`src/rtl/counter_steal_scheduler_pkg.sv`:
```
// counter_steal_scheduler_pkg: shared FSM encoding and ones' complement constants
//   state_e      IDLE/READ/MODIFY/WRITE steal sequencer states
//   CTR_BASE_DEF erasable address of counter 0
//   POS_MAX, NEG_MAX, NEG_ZERO, POS_ZERO  15-bit ones' complement landmarks
package counter_steal_scheduler_pkg;
    typedef enum logic [1:0] {IDLE, READ, MODIFY, WRITE} state_e;
    localparam logic [11:0] CTR_BASE_DEF = 12'o24;
    localparam logic [14:0] POS_MAX  = 15'o37777;
    localparam logic [14:0] NEG_MAX  = 15'o40000;
    localparam logic [14:0] NEG_ZERO = 15'o77777;
    localparam logic [14:0] POS_ZERO = 15'o00000;
endpackage

```
`src/rtl/counter_steal_scheduler_incdec.sv`:
```
// counter_steal_scheduler_incdec: 15-bit ones' complement +/-1 with overflow and odd parity
//   v_i      value to update
//   dir_i    1 = +1, 0 = -1
//   res_o    updated value
//   ovf_o    counter wrapped past its positive or negative limit
//   parity_o odd-parity bit for the stored word {res_o, parity_o}
module counter_steal_scheduler_incdec
    import counter_steal_scheduler_pkg::*;
(
    input  logic [14:0] v_i,
    input  logic        dir_i,
    output logic [14:0] res_o,
    output logic        ovf_o,
    output logic        parity_o
);
    // +1 wraps the positive limit to +0 and steps -0 straight to +1 (end-around carry);
    // -1 wraps the negative limit to -0 and steps +0 to -1.
    always_comb begin
        res_o    = dir_i ? (v_i == POS_MAX  ? POS_ZERO :
                            v_i == NEG_ZERO ? 15'o00001 : v_i + 15'd1)
                         : (v_i == NEG_MAX  ? NEG_ZERO :
                            v_i == POS_ZERO ? 15'o77776 : v_i - 15'd1);
        ovf_o    = dir_i ? (v_i == POS_MAX) : (v_i == NEG_MAX);
        parity_o = ~^res_o;
    end
endmodule

```
`src/rtl/counter_steal_scheduler.sv`:
```
// counter_steal_scheduler: cycle-steal read-modify-write servicing of involuntary counters
//   clk, rst       clock, asynchronous active-high reset
//   pinc_req       per-counter +1 request pulses
//   minc_req       per-counter -1 request pulses
//   inst_boundary  a steal may start in this cycle (sampled in IDLE only)
//   steal_active   scheduler owns the memory port
//   mem_addr       counter address while stealing, else 0
//   mem_rd_data    memory word, valid one cycle after mem_addr
//   mem_wr_data    {value, odd parity} during the write cycle, else 0
//   mem_we         one-cycle write strobe per serviced counter
//   ovf_pulse      per-counter overflow, concurrent with mem_we
//   ctr_overrun    sticky: a request hit an already-pending same-direction flag
// Optional feature macro STEAL_BURST_EN: service all pending counters back-to-back
// in one steal instead of one counter per instruction boundary.
module counter_steal_scheduler
    import counter_steal_scheduler_pkg::*;
#(
    parameter int                NUM_CTR  = 8,
    parameter int                ADDR_W   = 12,
    parameter logic [ADDR_W-1:0] CTR_BASE = ADDR_W'(CTR_BASE_DEF)
) (
    input  logic               clk,
    input  logic               rst,
    input  logic [NUM_CTR-1:0] pinc_req,
    input  logic [NUM_CTR-1:0] minc_req,
    input  logic               inst_boundary,
    output logic               steal_active,
    output logic [ADDR_W-1:0]  mem_addr,
    input  logic [15:0]        mem_rd_data,
    output logic [15:0]        mem_wr_data,
    output logic               mem_we,
    output logic [NUM_CTR-1:0] ovf_pulse,
    output logic               ctr_overrun
);
    localparam int IDX_W = (NUM_CTR > 1) ? $clog2(NUM_CTR) : 1;
`ifdef STEAL_BURST_EN
    localparam bit BURST = 1'b1;
`else
    localparam bit BURST = 1'b0;
`endif

    state_e             state_q, state_d;
    logic [NUM_CTR-1:0] p_q, p_d, m_q, m_d;
    logic [IDX_W-1:0]   idx_q, idx_d;
    logic               dir_q, dir_d;
    logic [14:0]        res_q, res_d;
    logic               par_q, par_d;
    logic               ovf_q, ovf_d;
    logic               ovr_q, ovr_d;

    logic [NUM_CTR-1:0] set_p, set_m, clr_p, clr_m;
    logic [IDX_W-1:0]   sel;
    logic               take;
    logic [14:0]        inc_res;
    logic               inc_ovf, inc_par;
    logic               unused_rd_par;

    // Lowest set index wins.
    function automatic logic [IDX_W-1:0] first_set(input logic [NUM_CTR-1:0] f);
        first_set = '0;
        for (int i = NUM_CTR - 1; i >= 0; i--)
            if (f[i]) first_set = IDX_W'(i);
    endfunction

    // The stored parity bit is regenerated, never checked.
    assign unused_rd_par = mem_rd_data[0];

    counter_steal_scheduler_incdec u_incdec (
        .v_i      (mem_rd_data[15:1]),
        .dir_i    (dir_q),
        .res_o    (inc_res),
        .ovf_o    (inc_ovf),
        .parity_o (inc_par)
    );

    always_comb begin
        state_d = state_q;
        idx_d   = idx_q;
        dir_d   = dir_q;
        res_d   = res_q;
        par_d   = par_q;
        ovf_d   = ovf_q;
        clr_p   = '0;
        clr_m   = '0;
        take    = 1'b0;
        set_p   = pinc_req & ~minc_req;
        set_m   = minc_req & ~pinc_req;
        sel     = first_set(p_q | m_q);
        case (state_q)
            IDLE:   take = |(p_q | m_q) & inst_boundary;
            READ:   state_d = MODIFY;
            MODIFY: begin
                state_d = WRITE;
                res_d   = inc_res;
                par_d   = inc_par;
                ovf_d   = inc_ovf;
            end
            WRITE:  begin
                state_d = IDLE;
                take    = BURST & |(p_q | m_q);
            end
        endcase
        // P wins when both directions are pending; the other flag waits for a later steal.
        if (take) begin
            state_d    = READ;
            idx_d      = sel;
            dir_d      = p_q[sel];
            clr_p[sel] = p_q[sel];
            clr_m[sel] = ~p_q[sel];
        end
        // A new request outranks the clear, so a request for the counter being taken is kept.
        p_d   = (p_q & ~clr_p) | set_p;
        m_d   = (m_q & ~clr_m) | set_m;
        ovr_d = ovr_q | (|((p_q & set_p) | (m_q & set_m)));
    end

    always_ff @(posedge clk or posedge rst) begin
        if (rst) begin
            state_q <= IDLE;
            p_q     <= '0;
            m_q     <= '0;
            idx_q   <= '0;
            dir_q   <= 1'b0;
            res_q   <= '0;
            par_q   <= 1'b0;
            ovf_q   <= 1'b0;
            ovr_q   <= 1'b0;
        end else begin
            state_q <= state_d;
            p_q     <= p_d;
            m_q     <= m_d;
            idx_q   <= idx_d;
            dir_q   <= dir_d;
            res_q   <= res_d;
            par_q   <= par_d;
            ovf_q   <= ovf_d;
            ovr_q   <= ovr_d;
        end
    end

    always_comb begin
        steal_active = state_q != IDLE;
        mem_we       = state_q == WRITE;
        mem_addr     = steal_active ? CTR_BASE + ADDR_W'(idx_q) : '0;
        mem_wr_data  = mem_we ? {res_q, par_q} : '0;
        ovf_pulse    = (mem_we && ovf_q) ? NUM_CTR'(1) << idx_q : '0;
        ctr_overrun  = ovr_q;
    end
endmodule
```
`config.mk`:
```
export PLATFORM = sky130hd
export DESIGN_NAME = counter_steal_scheduler
export DESIGN_NICKNAME = d
export VERILOG_FILES = /design/src/rtl/counter_steal_scheduler_pkg.sv /design/src/rtl/counter_steal_scheduler_incdec.sv /design/src/rtl/counter_steal_scheduler.sv
export SDC_FILE = /design/constraint.sdc
export NUM_CORES = 1
export LEC_CHECK = 0
export CAP_MARGIN = 20
export CORE_ASPECT_RATIO = 2
export CORE_MARGIN = 2
export CORE_UTILIZATION = 46
export CTS_CLUSTER_SIZE = 28
export DETAILED_ROUTE_END_ITERATION = 10
export PLACE_DENSITY_LB_ADDON = 0.15
export SYNTH_ARGS = -nofsm -noshare
export SYNTH_HDL_FRONTEND = slang
export SYNTH_HIERARCHICAL = 1
export SYNTH_SLANG_ARGS = --single-unit
```
`constraint.sdc`:
```
create_clock -name clk -period 2.65 [get_ports clk]
set_input_delay 0.265 -clock clk [delete_from_list [all_inputs] [get_ports clk]]
set_output_delay 0.265 -clock clk [all_outputs]
set_load 0.02 [all_outputs]
```
## After elaboration in Yosys (flattened, before gate mapping)

Index checks and enable logic that the tools add are counted.

| cells by class | value |
|---|---|
| multiplexer cells | 26 |
| bitwise gates (word level) | 19 |
| eq/ne operators | 6 |
| shift-type cells | 1 |
| reduce and logical (&&, ||, !) cells | 9 |
| magnitude comparators | 2 |
| $add $sub $neg | 3 |

Operators by type and width:

| operator | count |
|---|---|
| 15-bit two-way mux | 5 |
| 8-bit bitwise AND | 8 |
| 8-bit NOT | 4 |
| 8-bit bitwise OR | 4 |
| 15-bit equality test, second input constant | 2 |
| 3-bit two-way mux | 8 |
| 8-bit two-way mux | 3 |
| 16-bit two-way mux | 1 |
| 8-bit OR reduction | 2 |
| 15-bit by 1-bit adder with 15-bit output, second input constant | 1 |
| 15-bit by 14-bit equality test with 1-bit output, second input constant | 1 |
| 15-bit zero test | 1 |
| 15-bit XNOR reduction | 1 |
| 15-bit by 1-bit subtractor with 15-bit output, second input constant | 1 |
| 1-bit by 3-bit left shift with 8-bit output, first input constant | 1 |
| 5-bit by 3-bit adder with 6-bit output, first input constant | 1 |
| 6-bit two-way mux | 1 |
| 2-bit one-hot mux with 3 select lines | 1 |
| 2-bit equality test, second input constant | 2 |
| 3-bit by 4-bit less-than comparator with 1-bit output, second input constant | 1 |
| 1-bit two-way mux | 4 |
| 4-bit nonzero test | 1 |
| 1-bit binary-select mux with 3-bit select | 1 |
| 1-bit demux with 3-bit select | 1 |
| other kinds (9) | 10 |

| storage, ports and cells | value |
|---|---|
| logic and storage cells | 75 |
| input port bits | 35 |
| output and inout port bits | 39 |
| register bits after elaboration | 40 |

## Depth between registers and ports, before layout

Gate-level depths: netlist of the first run.

| depth | value |
|---|---|
| depth after elaboration | 18 |
| gate-level depth with buffers | 11 |
| gate-level depth less buffers | 10 |

## Modules after synthesis

Netlist of the first run, hierarchy kept.

By module, submodules not included:

| module | cells an instance | seq. area each (µm²) | area an instance (µm²) | instances |
|---|---|---|---|---|
| counter_steal_scheduler | 236 | 1001.0 | 2318.5 | 1 |
| counter_steal_scheduler_incdec | 124 | 0.0 | 949.7 | 1 |

## Worst setup path after synthesis of the first run

OpenSTA, ideal clock, no wires.

| timing path | value |
|---|---|
| path type | input port to flip-flop |
| start | input mem_rd_data[1] |
| end | register par_q |
| path buffers | 1 |
| required time | 2525 ps |
| path slack | -115 ps |
| arrival time | 2641 ps |
| library setup time | 125 ps |
| stages | 11 |
| cell sequence | clkbuf_1 -> inv_1 -> ha_1 -> nor3b_1 -> and4_4 -> o21ai_1 -> and3_4 -> a2111oi_4 -> xnor3_1 -> xnor3_1 -> mux2_2 |

| between the ends | value |
|---|---|
| longest elaborated chain between the ends | 5 |
| elaborated cells on any way between the ends | 12 |
| those cells by class | add/sub: 2; eq/ne: 3; mux: 5; reduce/logical: 2 |

RTL lines:

| item | RTL line | RTL |
|---|---|---|
| from (decl) | counter_steal_scheduler.sv:29 | `input logic [15:0] mem_rd_data,` |
| 15-bit by 1-bit subtractor with 15-bit output, or another cell as far along | counter_steal_scheduler_incdec.sv:22 | `v_i == POS_ZERO ? 15'o77776 : v_i - 15'd1);` |
| 15-bit two-way mux, on equally long branches | counter_steal_scheduler_incdec.sv:22, counter_steal_scheduler_incdec.sv:20 |  |
| 15-bit two-way mux, on equally long branches | counter_steal_scheduler_incdec.sv:21, counter_steal_scheduler_incdec.sv:19 |  |
| 15-bit two-way mux (*) | counter_steal_scheduler_incdec.sv:19 | `res_o = dir_i ? (v_i == POS_MAX ? POS_ZERO :` |
| via inc_res[3] | counter_steal_scheduler.sv:54 | `logic [14:0] inc_res;` |
| 15-bit XNOR reduction (*) | counter_steal_scheduler_incdec.sv:24 | `parity_o = ~^res_o;` |
| via inc_par | counter_steal_scheduler.sv:55 | `logic inc_ovf, inc_par;` |
| to (signal assigned) | counter_steal_scheduler.sv:135 | `par_q <= par_d;` |
| to (decl) | counter_steal_scheduler.sv:47 | `logic par_q, par_d;` |

Mark *: on every way through the listed nets, which the timed path passes. The rest lies on a longest branch.
A chain may end at the register's enable or synchronous reset.

## Worst setup path after layout of the first run

| timing path | value |
|---|---|
| start | register dir_q |
| end | register par_q |

| between the ends | value |
|---|---|
| longest elaborated chain between the ends | 2 |

RTL lines:

| item | RTL line | RTL |
|---|---|---|
| from (decl) | counter_steal_scheduler.sv:45 | `logic dir_q, dir_d;` |
| from (signal assigned) | counter_steal_scheduler.sv:133 | `dir_q <= dir_d;` |
| 15-bit two-way mux | counter_steal_scheduler_incdec.sv:19 |  |
| via inc_res[4] | counter_steal_scheduler.sv:54 |  |
| 15-bit XNOR reduction | counter_steal_scheduler_incdec.sv:24 |  |
| via inc_par | counter_steal_scheduler.sv:55 |  |

The timed path passes the listed nets, and every way through them passes these cells.

==> run metrics, run 1 <==
Syn Inst Count 360; Cell Area, Placed 4510 sq um; Nets 538; total die area 7840 sq um; TritonCTS Buffers 5; Avg Synthesized Cell Area 9.08 sq um; Clk pin slew, worst setup/hold paths 60 ps; PD cells 783 nW/um^2; Max Buffers Root-to-Sink 2; GRT Total Usage 30.2%; # setup viols final 1; Tcrit/Tclk final 103%; routed len/inst 19.4 microns; failing checks setup timing; Avg Vias per Cell 5.79; class of the worst hold path input port to async pin; Worst Path Buf+Inv 0; GPL Wtd Cong 0.952; CTS tree yes; io pins 74; DR vias 3,405; CP endpoint kind flop; GRT overflow 0; static leakage 0.00206 uW; peak per-stage delay on the critical path 450 ps; CP Max Fanout 5; sequential area share after synthesis 30.6%; crit start category flop; 1st-pass router iterations 4; final clock skew 6.09 ps; pin count of the biggest net entering global routing 41; Fillers 611; f_max 0.366 GHz; synthesized flop and latch total 40; Warnings, synthesis 6; Max-cap violations 0; Peak VDD IR 0.000452 V; Final Worst Setup Slack -80.2 ps; Pwr Total 3800 uW; Crit Path Category flop to flop; core footprint 6890 sq um; relative slew slack 47.5%; Post-synth top flop dfrtp_1; CP startpoint dir_q$_DFFE_PP0P_; critical path's top delay family XOR/XNOR gates; dpl ws -750 ps; placed cell count 572; CTS Root Cell clkbuf_16; CP cell instances nor2b_4, a21oi_2, xnor2_2, xnor3_2, xor2_1, xnor3_1, xnor3_1, mux2_4; Yosys cell types 69; Final Non-Filler Cells 588; first-pass GRT wire length 17.6 mm; Die Wd 63.6 microns; worst reg2reg startpoint dir_q$_DFFE_PP0P_; post-layout min period 2730 ps; Worst Max-Slew Pin Slew 787 ps; DRT antenna net count 0; vias in the first global route 3,532; async set-or-reset flop fraction in the synthesized netlist 100%; most used cell, CP xnor3_1; CTS sink cnt 40; Final Hold Fails 0; slowest CP cell dfrtp_2; HPWL Detailed 9.12 mm; Pins Over Slew Limit 0; Util after Layout 70.4%; worst path arrival time 2900 ps; CP Data Required Time 2820 ps; DRT iter0 DRCs 155; Area growth syn-to-layout 48.4%; Residual DRC 0; initial core utilization 47.5%; status complete, but fails checks; # diodes 0; EDFF count, synth 0; final instance area 4850 sq um; CTS H-tree depth 2; port bufs 65; WL final 11.4 mm; clk_lat worst skew 290 ps; synthesized cell area 3270 sq um; Die H 123 microns; Placement Rows 43; fraction of layout cells with a size suffix above 1 32.7%; initial antenna violation count 0; RSZ-0062 raised after global routing true
==> placed cells by master (no fill, tap or decap), types with 4 or more instances in the layout <==
cell type / n
nand4b_1: 5
xnor2_2: 4
ha_1: 5
dfrtp_1: 39
nand3_1: 10
and2_1: 19
a211oi_1: 5
and4_1: 5
or3_1: 4
o31ai_1: 5
nor2_1: 24
nor3_1: 9
mux2_2: 16
o21ai_0: 10
nand4_1: 12
xor2_1: 5
conb_1: 7
clkbuf_16: 5
nand2_1: 17
clkdlybuf4s50_1: 52
buf_2: 5
nor2b_1: 7
inv_1: 28
a21oi_1: 5
nor4_4: 5
buf_4: 82
xnor3_1: 4
a31oi_1: 4
a22o_1: 4
o22ai_1: 8
nor4_1: 4
==> power breakdown <==
part | switching (uW) | total [uW] | internal [uW]
clock network | 244 | 740 | 496
registers | 163 | 971 | 808
logic | 966 | 2090 | 1120
total | 1370 | 3800 | 2420
==> cell type report <==
class	count	area [sq um]	area share, %
clock buffers	7	153	3.15
clock inverters	1	30.0	0.619
inverters	29	113	2.32
multi-input cells	272	2180	45.0
flip-flops and latches	40	1000	20.7
well taps	90	113	2.32
repair buffers	149	1260	25.9
==> per-layer routing <==
metal / GRT usage [%] / part of all wire, % / vias up
met1: 24.8 / 30 / 1635
met2: 61.4 / 59 / 109
li1: - / - / 1601
met5: 0 / 0 / -
met3: 3.73 / 2.7 / 60
met4: 23.8 / 8.4 / 0
==> registers in the layout (all words and copies together) (netlist names) <==
name         flops
idx_q            3
ctr_overrun      1
par_q            1
p_q              8
m_q              8
state_q          2
ovf_q            1
dir_q            1
res_q           15
==> logic make-up (layout without fill, tap and decap cells) <==
logic type                 count (synthesis)  after routing  synth area share [%]
AOI/OAI and AO/OA                         81             81                  18.8
xor gates and xnor gates                  15             15                  6.36
adders and majority gates                  6              6                  2.30
buffers and inverters                     54            186                  8.15
DFF                                       40             40                  30.6
muxes                                     19             19                  6.47
other                                      1              7                 0.115
and+or+nand+nor                          144            144                  27.1
==> synth_stat cells (6+ instances only) <==
master / instances / area, sq um
inv_1: 29 / 109
nor3_1: 10 / 50.1
mux2_2: 17 / 191
and2_1: 19 / 119
o21ai_0: 11 / 55.1
ha_1: 6 / 75.1
nand3_1: 11 / 55.1
o22ai_1: 8 / 50.1
dfrtp_1: 40 / 1000
a21oi_1: 9 / 45.0
buf_4: 9 / 67.6
nand2_1: 17 / 63.8
nor2b_1: 8 / 50.1
nand4_1: 12 / 75.1
nor2_1: 26 / 97.6
o31ai_1: 6 / 45.0
==> worst register-to-register path: stages, from the launching register on <==
cell and delay, ps:
dfrtp_2 450, nor2b_4 240, a21oi_2 110, xnor2_2 200, xnor3_2 410, xor2_1 180, xnor3_1 420, xnor3_1 360
mux2_4 260
==> per-stage QoR <==
step	hold WS, ps	setup TNS [ps]
2_1_floorplan	361	-23.3
3_3_place_gp	483	-980
3_5_place_dp	488	-949
4_1_cts	433	-32.5
5_1_grt	509	-146
6_report	412	-80.2
==> final timing paths <==
path	slack, ps	cells past startpoint	to
worst max register to register	-80	8	par_q$_DFFE_PP0N_
worst min register to register	500	1	res_q[10]$_DFFE_PP0N_
min in group clk	500	1	res_q[10]$_DFFE_PP0N_
worst max-delay path	-80	8	par_q$_DFFE_PP0N_
worst min-delay path	410	3	res_q[2]$_DFFE_PP0N_
max in group asynchronous	1850	3	dir_q$_DFFE_PP0P_
==> repair_timing <==
item | 4_1_cts | 5_1_grt
pin swaps | 21 | 18
hold buffers | 0 | 0
endpoints found under the setup margin | 1 | 1
setup buffers | 4 | 5
resized for setup | 48 | 21
Power figures use the tool's default switching activity.
==> run 2, diff against run 1 <==
- HOLD_SLACK_MARGIN: default -> 0.02
- SETUP_SLACK_MARGIN: default -> 0.4
==> run metrics, run 2 (same netlist as run 1, synthesis figures left out) <==
status complete, but fails checks; GRT overflow 0 (unchanged); CP Max Fanout 2 (-3); internal reg-to-reg setup slack 50 ps (+130 ps); Worst Max-Slew Pin Slew 812 ps (+25.2 ps); Tcrit/Tclk final 102% (-0.61 points); f_max 0.368 GHz (+0.59%); CTS sink cnt 40 (unchanged); 1st-pass router iterations 6 (+2); cell-internal power 2400 uW (-0.97%); pin count of the biggest net entering global routing 41 (unchanged); placed cell count 572 (unchanged); HPWL Detailed 9.12 mm (unchanged); max FFs per register 15 (unchanged); # setup viols final 1 (unchanged); worst path arrival time 2880 ps (-20 ps); DRT iter0 DRCs 190 (+23%); Final Hold Fails 0 (unchanged); sequential share of power 25.7% (about the same); Combinational Power Share 54.8% (-0.2 points); Final Non-Filler Cells 594 (+1.0%); Largest regs res_q (15), m_q (8), p_q (8); Nets 544 (+1.1%); class of the worst hold path input port to async pin; Peak VDD IR 0.000448 V (-0.84%); routed len/inst 19.8 microns (+2.3%); initial antenna violation count 0 (unchanged); Die Wd 63.6 microns (unchanged); Fillers 598 (-2.1%); GRT Total Usage 30.9% (+0.75 points); Max-cap violations 0 (unchanged); Clk pwr share 19.5% (about the same); failing checks setup timing; setup TNS -64.1 ps (+16.1 ps); R2R Path End par_q$_DFFE_PP0N_; worst reg2reg startpoint dir_q$_DFFE_PP0P_; Final Worst Setup Slack -64.1 ps (+16.1 ps); most common cell after layout, fill and taps aside buf_4; final instance area 4940 sq um (+1.9%); DRT antenna net count 0 (unchanged); # diodes 0 (unchanged); static leakage 0.00231 uW (+12%); final clock skew 5.92 ps (-0.174 ps); Pins Over Slew Limit 0 (unchanged); fraction of layout cells with a size suffix above 1 35.1% (+2.4 points); Cell Area, Placed 4510 sq um (unchanged); relative slew slack 45.9% (-1.7 points); Avg Vias per Cell 5.81 (+0.33%); total die area 7840 sq um (unchanged); Die H 123 microns (unchanged); Placement Rows 43 (unchanged); Max Buffers Root-to-Sink 2 (unchanged); NetSw 1380 uW (+0.66%); crit start category input port; Top reg by flops res_q; CTS H-tree depth 2 (unchanged); DR vias 3,451 (+1.4%); dpl ws -750 ps (unchanged); GPL Wtd Cong 0.952 (unchanged); Area growth syn-to-layout 51.3%; WL final 11.8 mm (+3.3%); Crit Path Category input port to flop; clk_lat worst skew 290 ps (about the same); TritonCTS Buffers 5 (unchanged); CP endpoint kind flop; cell depth of the worst flop-to-flop path 8 (unchanged); CTS tree yes; CP startpoint mem_rd_data[9]; io pins 74 (unchanged); first-pass GRT wire length 18.0 mm (+2.6%); CP endpoint par_q$_DFFE_PP0N_; initial core utilization 47.5% (unchanged); PD cells 765 nW/um^2 (-2.2%); core footprint 6890 sq um (unchanged); post-layout min period 2710 ps (-16.1 ps); vias in the first global route 3,577 (+1.3%); Residual DRC 0 (unchanged); Clk pin slew, worst setup/hold paths 60 ps (about the same); switch share 36.5% (+0.38 points); RSZ-0062 raised after global routing true; port bufs 65 (unchanged); CP Data Required Time 2820 ps (about the same); CTS Root Cell clkbuf_16; most frequent cells in the layout buf_4, dfrtp_1, clkdlybuf4s50_1, inv_1, nor2_1
[run 2: changes by cell type in the layout (fill, tap and decap cells not counted), sizes merged]
cell and delta:
clkdlybuf4s15 -2, inv +1, clkbuf +4, dlygate4sd2 +6, clkdlybuf4s50 -17, buf +6
dlymetal6s2s +9, clkinvlp -1
[run 2: how the worst min path moves through the flow]
stage                               start               endpoint  slack [ps]  depth (start not counted)
finish                                rst   res_q[2]$_DFFE_PP0N_         410                          3
global route                          rst   res_q[2]$_DFFE_PP0N_         510                          3
CTS                                   rst   res_q[1]$_DFFE_PP0N_         430                          3
detailed placement  res_q[13]$_DFFE_PP0N_  res_q[13]$_DFFE_PP0N_         490                          1
global placement    res_q[10]$_DFFE_PP0N_  res_q[10]$_DFFE_PP0N_         480                          1
floorplan                     pinc_req[0]       m_q[0]$_DFF_PP0_         360                          1
[run 2: final cells by class]
cell class              count  area, sq um  area share [%]
clock inverters             1         30.0           0.607
flip-flops and latches     40         1000            20.3
multi-input cells         272         2220            45.0
clock buffers               7          153            3.09
inverters                  29          109            2.20
repair buffers            155         1320            26.6
well taps                  90          113            2.28
[run 2: power groups by stage]
stage | logic (uW) | clock network (uW) | registers (uW)
finish | 2070 | 739 | 972
global placement | 1970 | 0 | 972
floorplan | 1320 | 0 | 908
CTS | 2040 | 752 | 970
detailed placement | 2000 | 0 | 975
global route | 2240 | 769 | 1000
[run 2: layer usage]
layer	vias to the layer above	global-route usage, %	wire length, microns
met5	-	0	0
met2	130	63.1	6950
li1	1611	-	-
met4	0	22.1	910
met1	1650	26.2	3570
met3	60	3.82	352
[run 2: per-stage QoR]
stage	util [%]	total power, uW	hold WS, ps
floorplan	-	2230	361
global placement	65.4	2940	483
detailed placement	65.4	2970	488
CTS	69.6	3760	433
global route	71.8	4010	514
finish	71.8	3780	410
[run 2: repair_timing]
| action | CTS | global route |
|---|---|---|
| endpoints found under the setup margin | 23 | 19 |
| setup buffers | 7 | 7 |
| hold buffers | 0 | 0 |
| resized for setup | 64 | 39 |
| pin swaps | 23 | 26 |
[run 2: critical path, cell delays in order]
cell and delay [ps]:
buf_8 100, buf_6 110, or4_4 490, or3_4 390
or2_4 280, a21oi_4 140, xnor3_1 450, xnor2_2 180
xnor3_1 220, mux2_4 260
==> run 3, diff against run 2 <==
- CORE_ASPECT_RATIO: 2 -> 0.9
- CORE_MARGIN: 2 -> 10
==> run metrics, run 3 (same netlist as run 1, synthesis figures left out) <==
status complete, but fails checks; failing checks setup timing; CP Data Required Time 2830 ps (about the same); worst path arrival time 2830 ps (-50 ps); Avg Vias per Cell 5.64 (-2.9%); static leakage 0.00229 uW (-0.92%); Residual DRC 0 (unchanged); met2 Track Usage GR 25.1% (-38 points); relative slew slack 44.0% (-1.9 points); most frequent cells in the layout buf_4, clkdlybuf4s50_1, dfrtp_1, inv_1, nor2_1; Area growth syn-to-layout 54.6%; Final Worst Setup Slack -4.14 ps (+60.0 ps); Pwr Total 3680 uW (-2.7%); GRT overflow 0 (unchanged); DRT antenna net count 0 (unchanged); initial core utilization 46.9% (-0.55 points); first-pass GRT wire length 15.5 mm (-14%); CP Max Fanout 4 (+2); port bufs 65 (unchanged); Fillers 530 (-11%); crit start category input port; vias in the first global route 3,049 (-15%); hold slack 405 ps (-5.02 ps); HPWL Detailed 7.88 mm (-14%); f_max 0.377 GHz (+2.3%); Storage cell area 1000 sq um (+0.12%); Crit Path Category input port to flop; CTS sink cnt 40 (unchanged); CTS Hold Bufs 0 (unchanged); RSZ-0062 raised after global routing true; most common cell after layout, fill and taps aside buf_4; DR vias 3,402 (-1.4%); Final Hold Fails 0 (unchanged); Top reg by flops res_q; class of the worst hold path input port to async pin; total die area 10,900 sq um (+39%); Largest regs res_q (15), m_q (8), p_q (8); GR Util met3 3.59% (-0.23 points); Clk pin slew, worst setup/hold paths 90 ps (+30 ps); GPL Wtd Cong 0.896 (-5.9%); Pins Over Slew Limit 0 (unchanged); GRT Total Usage 17.4% (-14 points); fraction of layout cells with a size suffix above 1 37.6% (+2.5 points); TritonCTS Buffers 5 (unchanged); multi-input combinational cell area 2290 sq um (+2.9%); CP endpoint kind flop; pin count of the biggest net entering global routing 41 (unchanged); cell depth of the worst flop-to-flop path 9 (+1); Nets 550 (+1.1%); 1st-pass router iterations 6 (unchanged); dpl ws -793 ps (-42.6 ps); R2R Path End par_q$_DFFE_PP0N_; Max-cap violations 0 (unchanged); post-layout min period 2650 ps (-60.0 ps); worst reg2reg startpoint dir_q$_DFFE_PP0P_; initial antenna violation count 0 (unchanged); Max Buffers Root-to-Sink 2 (unchanged); clk_lat worst skew 300 ps (about the same); Tcrit/Tclk final 100% (-2.3 points); DRT iter0 DRCs 333 (+75%); CTS H-tree depth 2 (unchanged); CTS tree yes; # diodes 0 (unchanged); final clock skew 14.9 ps (+8.95 ps); io pins 74 (unchanged); global route hottest layer met1; Worst Max-Slew Pin Slew 840 ps (+28.0 ps); Die H 100 microns (-19%); core footprint 6970 sq um (+1.2%); WL final 10.4 mm (-12%); internal reg-to-reg setup slack -4 ps (-50 ps); Peak VDD IR 0.000315 V (-30%); met1 GRT Util 26.2% (about the same); # setup viols final 1 (unchanged); CTS Root Cell clkbuf_8; max FFs per register 15 (unchanged); Placement Rows 29 (-33%); routed len/inst 17.2 microns (-13%); Die Wd 109 microns (+71%); PD cells 728 nW/um^2 (-4.8%)
[run 3: power breakdown]
part / total [uW] / internal, uW / switching, uW
Clock: 496 / 279 / 218
Combinational: 2230 / 1210 / 1020
Sequential: 954 / 806 / 148
[run 3: worst max-delay path by stage]
| stage | slack, ps | cells after the start | to | from |
|---|---|---|---|---|
| 2_1_floorplan | -20 | 9 | par_q$_DFFE_PP0N_ | mem_rd_data[6] |
| 3_3_place_gp | -710 | 9 | par_q$_DFFE_PP0N_ | mem_rd_data[6] |
| 3_5_place_dp | -790 | 11 | par_q$_DFFE_PP0N_ | mem_rd_data[1] |
| 4_1_cts | -40 | 9 | par_q$_DFFE_PP0N_ | mem_rd_data[12] |
| 5_1_grt | -100 | 9 | par_q$_DFFE_PP0N_ | dir_q$_DFFE_PP0P_ |
| 6_report | -4 | 12 | par_q$_DFFE_PP0N_ | mem_rd_data[5] |
[run 3: what timing repair did]
item	CTS	global route
gates resized for setup	74	53
cloned	0	0
pin swaps	27	25
setup buffers	19	21
endpoints found under the setup margin	12	18
[run 3: routing by layer]
metal / vias up / wire length, microns
met4: 0 / 61
met1: 1628 / 5050
met2: 146 / 4480
met3: 8 / 770
met5: - / 0
li1: 1620 / -
[run 3: critical path, cell delays in order]
cell and delay (ps):
buf_2 120, buf_6 120, nor4_4 260, buf_4 150, and4_4 230, buf_4 140, o311ai_2 120, a21oi_2 220
xor2_1 170, xnor3_1 400, xnor3_1 360, mux2_4 270
[run 3: area by class of cell]
type	instances	share of cell area [%]
flip-flops and latches	40	19.9
clock inverters	3	0.842
repair buffers	161	28.1
inverters	29	2.23
multi-input cells	272	45.3
clock buffers	5	1.36
well taps	93	2.30
[run 3: metrics by stage]
step	instances	utilization [%]	instance area, sq um	TNS (ps)
final	603	72.5	5050	-4.14
after detailed placement	555	62.6	4360	-1010
after global placement	555	62.6	4360	-856
after floorplan	366	-	3370	-23.3
after global routing	603	72.5	5050	-98.4
after CTS	582	67.4	4700	-39.1
